[src/rtl/trng_seq_ctrl.sv]
// trng_seq_ctrl: drives a TRNG core through reset, calibration and word
// reads, runs a repetition health test on every captured word and buffers
// accepted words in a small FIFO for software to pop.
module trng_seq_ctrl #(
    parameter int unsigned FIFO_DEPTH = 4,
    parameter int unsigned RST_CYCLES = 2,
    parameter int unsigned REP_LIMIT  = 3
) (
    input  logic                          clk,
    input  logic                          rst_n,
    input  logic                          i_enable,
    input  logic                          i_calib_req,
    input  logic [31:0]                   i_calib_cycles,
    input  logic                          i_pop,
    input  logic                          i_clr_err,
    input  logic                          i_trng_ready,
    input  logic [31:0]                   i_trng_random,
    output logic                          o_trng_rst,
    output logic                          o_trng_en,
    output logic                          o_trng_calib,
    output logic                          o_trng_read,
    output logic [31:0]                   o_data,
    output logic                          o_valid,
    output logic [$clog2(FIFO_DEPTH):0]   o_count,
    output logic [2:0]                    o_state,
    output logic                          o_err,
    output logic                          o_irq
);
    localparam int unsigned AW       = $clog2(FIFO_DEPTH);
    localparam int unsigned RW       = $clog2(REP_LIMIT + 1);
    localparam logic [AW:0] FULL_CNT = FIFO_DEPTH[AW:0];
    localparam logic [31:0] RST_LOAD = 32'(RST_CYCLES - 1);

    typedef enum logic [2:0] {
        S_IDLE  = 3'd0,
        S_RESET = 3'd1,
        S_CALIB = 3'd2,
        S_WAIT  = 3'd3,
        S_READ  = 3'd4,
        S_DRAIN = 3'd5,
        S_FAULT = 3'd6
    } state_e;

    state_e        state_q, state_d;
    logic [31:0]   cyc_cnt_q, cyc_cnt_d;   // shared RESET / CALIB down-counter
    logic [31:0]   cap_q, cap_d;           // word captured in WAIT
    logic [31:0]   prev_q, prev_d;         // previous captured word
    logic [RW-1:0] rep_q, rep_d;           // identical-word run length
    logic          err_q, err_d;
    logic          pend_q, pend_d;         // pending recalibration request
    logic [AW-1:0] wr_ptr_q, wr_ptr_d;
    logic [AW-1:0] rd_ptr_q, rd_ptr_d;
    logic [AW:0]   count_q, count_d;
    logic [31:0]   mem_q [FIFO_DEPTH];

    logic          fifo_full;
    logic          push;
    logic          pop;
    logic [RW-1:0] rep_next;
    logic          rep_hit;
    logic [31:0]   calib_load;

    assign fifo_full  = (count_q == FULL_CNT);
    assign pop        = i_pop && (count_q != '0);
    assign rep_next   = ((rep_q != '0) && (cap_q == prev_q)) ? rep_q + RW'(1) : RW'(1);
    assign rep_hit    = (rep_next >= RW'(REP_LIMIT));
    assign calib_load = (i_calib_cycles == 32'd0) ? 32'd0 : i_calib_cycles - 32'd1;

    // Sequencer next-state, health test and push decision.
    // NOTE: every signal assigned below gets a default first so no path leaves it unassigned (no latches).
    always_comb begin
        state_d   = state_q;
        cyc_cnt_d = cyc_cnt_q;
        cap_d     = cap_q;
        prev_d    = prev_q;
        rep_d     = rep_q;
        err_d     = err_q;
        pend_d    = pend_q | i_calib_req;
        push      = 1'b0;

        if (!i_enable && (state_q != S_FAULT)) begin
            // Disable aborts any sequence; FIFO and sticky error survive.
            state_d = S_IDLE;
            rep_d   = '0;
            prev_d  = '0;
        end else begin
            case (state_q)
                S_IDLE: begin
                    if (!err_q) begin
                        state_d   = S_RESET;
                        cyc_cnt_d = RST_LOAD;
                    end
                end
                S_RESET: begin
                    if (cyc_cnt_q == 32'd0) begin
                        state_d   = S_CALIB;
                        cyc_cnt_d = calib_load;
                    end else begin
                        cyc_cnt_d = cyc_cnt_q - 32'd1;
                    end
                end
                S_CALIB: begin
                    if (cyc_cnt_q == 32'd0) begin
                        state_d = S_WAIT;
                    end else begin
                        cyc_cnt_d = cyc_cnt_q - 32'd1;
                    end
                end
                S_WAIT: begin
                    if (i_trng_ready && !fifo_full) begin
                        cap_d   = i_trng_random;
                        state_d = S_READ;
                    end else if (pend_q) begin
                        // Recalibrate only in a WAIT cycle that captured nothing.
                        pend_d    = i_calib_req;
                        state_d   = S_RESET;
                        cyc_cnt_d = RST_LOAD;
                    end
                end
                S_READ: begin
                    prev_d = cap_q;
                    rep_d  = rep_next;
                    if (rep_hit) begin
                        err_d   = 1'b1;
                        state_d = S_FAULT;
                    end else begin
                        push    = 1'b1;
                        state_d = S_DRAIN;
                    end
                end
                S_DRAIN: begin
                    if (!i_trng_ready) begin
                        state_d = S_WAIT;
                    end
                end
                S_FAULT: begin
                    if (i_clr_err) begin
                        err_d   = 1'b0;
                        rep_d   = '0;
                        state_d = S_IDLE;
                    end
                end
                default: state_d = S_IDLE;
            endcase
        end
    end

    // FIFO pointer and occupancy update; pointers wrap naturally at FIFO_DEPTH.
    always_comb begin
        wr_ptr_d = wr_ptr_q;
        rd_ptr_d = rd_ptr_q;
        count_d  = count_q;
        if (push) begin
            wr_ptr_d = wr_ptr_q + AW'(1);
        end
        if (pop) begin
            rd_ptr_d = rd_ptr_q + AW'(1);
        end
        if (push && !pop) begin
            count_d = count_q + (AW+1)'(1);
        end else if (!push && pop) begin
            count_d = count_q - (AW+1)'(1);
        end
    end

    // TRNG core control decoded from the current state.
    always_comb begin
        o_trng_rst   = 1'b0;
        o_trng_en    = 1'b0;
        o_trng_calib = 1'b0;
        o_trng_read  = 1'b0;
        case (state_q)
            S_RESET: o_trng_rst = 1'b1;
            S_CALIB: begin
                o_trng_en    = 1'b1;
                o_trng_calib = 1'b1;
            end
            S_WAIT:  o_trng_en = 1'b1;
            S_READ: begin
                o_trng_en   = 1'b1;
                o_trng_read = 1'b1;
            end
            S_DRAIN: o_trng_en = 1'b1;
            default: ;
        endcase
    end

    // Control and status registers with synchronous active-low reset.
    // NOTE: sequential state uses non-blocking assignments so all flops update from pre-edge values.
    always_ff @(posedge clk) begin
        if (!rst_n) begin
            state_q   <= S_IDLE;
            cyc_cnt_q <= '0;
            cap_q     <= '0;
            prev_q    <= '0;
            rep_q     <= '0;
            err_q     <= 1'b0;
            pend_q    <= 1'b0;
            wr_ptr_q  <= '0;
            rd_ptr_q  <= '0;
            count_q   <= '0;
        end else begin
            state_q   <= state_d;
            cyc_cnt_q <= cyc_cnt_d;
            cap_q     <= cap_d;
            prev_q    <= prev_d;
            rep_q     <= rep_d;
            err_q     <= err_d;
            pend_q    <= pend_d;
            wr_ptr_q  <= wr_ptr_d;
            rd_ptr_q  <= rd_ptr_d;
            count_q   <= count_d;
        end
    end

    // FIFO storage write.
    // NOTE: the storage array is not reset; count_q/o_valid decide which entries are meaningful.
    always_ff @(posedge clk) begin
        if (push) begin
            mem_q[wr_ptr_q] <= cap_q;
        end
    end

    assign o_data  = mem_q[rd_ptr_q];
    assign o_valid = (count_q != '0);
    assign o_count = count_q;
    assign o_state = state_q;
    assign o_err   = err_q;
    assign o_irq   = fifo_full || err_q;

endmodule

[config.mk]
export PLATFORM = sky130hd
export DESIGN_NAME = trng_seq_ctrl
export DESIGN_NICKNAME = d
export VERILOG_FILES = /design/src/rtl/trng_seq_ctrl.sv
export SDC_FILE = /design/constraint.sdc
export NUM_CORES = 1
export LEC_CHECK = 0
export CORE_ASPECT_RATIO = 1.2
export CORE_MARGIN = 10
export CORE_UTILIZATION = 50
export CTS_CLUSTER_SIZE = 12
export DETAILED_ROUTE_END_ITERATION = 8
export PLACE_DENSITY = 0.7
export SYNTH_ARGS = -nofsm -noshare
export SYNTH_HDL_FRONTEND = slang
export SYNTH_SLANG_ARGS = --single-unit
[constraint.sdc]
create_clock -name clk -period 5.5 [get_ports clk]
set_input_delay 1.1 -clock clk [delete_from_list [all_inputs] [get_ports clk]]
set_output_delay 1.1 -clock clk [all_outputs]
set_load 0.02 [all_outputs]
==> results.yml <==
die:
  core_mm2: 0.0216
  start_util_pct: 50.7
  rows: 59
  die-area_mm2: 0.0283
  die_w_um: 155
  die_h_um: 182
  io_pins: 116
logic_synthesis:
  synthArstFlopShare_pct: 0
  yosysTopAreaCell: "edfxtp_1"
  synth-main-ff-cell: "edfxtp_1"
  synth_nets: 1064
  syn-cell-area_mm2: 0.0110
  synth_area_per_cell_um2: 11.2
  seq_area_frac_synth_pct: 55.5
  synth_top_area_share_pct: 35.0
  synth_cell_types: 70
  synth_edf_count: 128
  netlist_top_cells_area: "edfxtp_1 (35%), dfxtp_1 (20%), mux4_2 (6.6%)"
  netlist_instances: 982
  ys_warn_count: 0
  ys_ff_latch: 240
timing:
  slew_headroom_pct: 24.1
  setup_tns_ns: 0
  rsz0062_at_grt: "false"
  slew_viol_final: 0
  fin_skew_ns: 0.0121
  finalHoldViolations: 0
  finalCritPeriodShare_pct: 81.8
  tightestPinTransition_ns: 1.13
  fin_crit_ns: 4.50
  final-setup-viol-count: 0
  max_clock_freq_ghz: 0.222
critical_path:
  endpoint_kind: "primary output"
  cp.arrival_ns: 3.40
  cp_max_fo: 36
  cp_data_required_time_ns: 4.40
  worst_setup_path_start_kind: "flip-flop"
  critPathKind: "reg2out"
global_routing:
  overflow: 0
  met1_usage_pct: 21.3
  gr-usage-met3_pct: 3.53
  grt_busiest_layer: "met2"
  track_usage_pct: 18.8
  grt_max_degree: 56
  grt_pass1_vias: 8099
  antenna_found_initial: 0
  grt_pass1_wl_um: 43500
  gr-usage-met2_pct: 34.2
finish:
  final_cells: 1378
  seq_area_mm2: 0.00609
  drive_gt1_share_pct: 8.79
  nNetsFinal: 1168
  multi_input_area_mm2: 0.00458
  areaGrowthSynthToFinish_pct: 19.0
  diodes: 0
  fillers: 1759
drt:
  dr.pass1.iters: 5
  wl_per_cell_um: 20.0
  via_per_inst: 5.92
  drt_iter0_markers: 601
  drc_errors: 0
  ant_nets: 0
  routed_wirelength_um: 27600
  vias: 8153
pwr:
  leakagePower_nw: 4.50
  powerDensity_mw_per_mm2: 362
  vdd_drop_max_v: 0.000316
placement:
  place_hpwl_um: 18900
  gp_congestion: 0.974
  dp.cells: 1334
  port-buffer-count: 115
clock_network:
  h-tree-depth: 1
  cts_root_buffer: "clkbuf_16"
  clk_pin_slew_ns: 0.06
  ctsResizeCount: 0
  postCtsSetupRepairBufs: 0
  cts_buffers: 24
  cts.path.max_buffers: 3
  insertion_delay_ns: 0.51
  cts_tree: "built"
  cts_sinks: 240
  cts_hold_buffers: 0
worst_hold_path:
  hold_class: "reg2reg"
run_status:
  status: "finished, final reports clean"
flow_run:
  drv_cap: 0
worst paths after layout:
path,start,to,slack [ns],cells past startpoint
setup / recovery,o_state[1],o_trng_read,1.0,4
hold / removal,prev_q[15],prev_q[15],0.47,2
setup reg to reg,o_state[2],o_count[2],1.85,12
hold reg to reg,prev_q[15],prev_q[15],0.47,2
Yosys cell counts (3+ instances only):
cell and number:
nand2_1 163, edfxtp_1 128, dfxtp_1 112, a21oi_1 87
xor2_1 47, nor2_1 39, nor4_1 36, clkbuf_1 35
mux4_2 32, nand3_1 25, nor3_1 25, o21ai_0 19
inv_1 17, xnor2_1 17, nand4_1 15, or3_1 15
o22ai_1 14, a32o_1 11, or4_1 11, ha_1 10
o21ai_1 9, and3_1 8, a211oi_1 7, buf_1 7
a2111oi_0 5, o32ai_1 5, or2_2 5, a2bb2oi_1 4
buf_6 4, nor4_4 4, a211o_1 3, a21o_1 3
a221oi_1 3, and4_1 3, buf_4 3, nand2b_1 3
o2bb2ai_1 3
per-stage QoR:
| stage | setup slack [ns] | hold WS (ns) | total power, mW | utilization (%) | area (um^2) |
|---|---|---|---|---|---|
| 2_1_floorplan | 2.47 | 0.444 | 2.79 | - | 11000 |
| 3_3_place_gp | 1.53 | 0.453 | 3.25 | 57.0 | 12300 |
| 3_5_place_dp | 1.47 | 0.458 | 3.26 | 57.0 | 12300 |
| 4_1_cts | 0.984 | 0.467 | 4.75 | 60.3 | 13100 |
| 5_1_grt | 0.778 | 0.483 | 4.93 | 60.3 | 13100 |
| 6_report | 0.999 | 0.466 | 4.73 | 60.3 | 13100 |
worst max-delay path, cell delays in order, from the launching register on:
cell and delay [ns]:
dfxtp_1 0.62, or3_1 0.18, buf_4 0.35, clkinv_1 0.90, clkdlybuf4s50_1 0.83
cell type report:
cell class,instances,area share (%)
Clock buffer,43,5.47
Clock inverter,1,0.0288
Inverter,19,0.547
Multi-Input combinational cell,673,35.1
Sequential cell,240,46.6
Tap cell,274,2.63
Timing Repair Buffer,128,9.57
where the power goes:
group / switching (mW) / internal, mW
logic: 0.651 / 0.593
registers: 0.0651 / 1.91
clock network: 0.637 / 0.870
total: 1.35 / 3.37
cells in the final DEF (no fill, tap or decap), drive strengths merged, types with 3 or more instances in the layout:
master         count
a211oi             8
or4               13
o32a               3
ha                10
o32ai              5
a221oi             3
clkdlybuf4s50    115
inv               17
xnor2             17
a2111oi            5
edfxtp           128
a21oi             88
or3               15
and4               3
o2bb2ai            3
dfxtp            112
nor2              40
o21ai             29
o22ai             14
nand4             15
clkbuf            43
clkinv             3
a211o              3
nand2            164
buf               13
xor2              47
a32o              11
nand3             25
a2bb2oi            4
and3               8
a21o               3
nand2b             3
nor4              42
mux4              32
nor3              25
or2                5
layer usage:
metal	vias up	wire length (um)	part of all wire, %
li1	3915	-	-
met1	3890	10800	39
met2	283	14400	52
met3	65	1680	6.1
met4	0	776	2.8
met5	-	0	0
flip-flops by register name, indices dropped and copies added (netlist names), named ones only:
signal and flops:
mem_q 128, cap_q 32, cyc_cnt_q 32, prev_q 32
o_count 3, o_state 3, rd_ptr_q 2, rep_q 2
wr_ptr_q 2, o_err 1, pend_q 1
logic make-up (layout without fill, tap and decap cells):
logic type	Yosys count	in the layout	synth area share [%]
mux	35	35	6.86
buf+inv	69	191	2.75
compound gates	197	197	11.7
flops	240	240	55.5
simple gates	366	366	16.8
fa+ha+maj	11	11	1.32
xor+xnor	64	64	5.11
(Power assumes the default switching activity.)
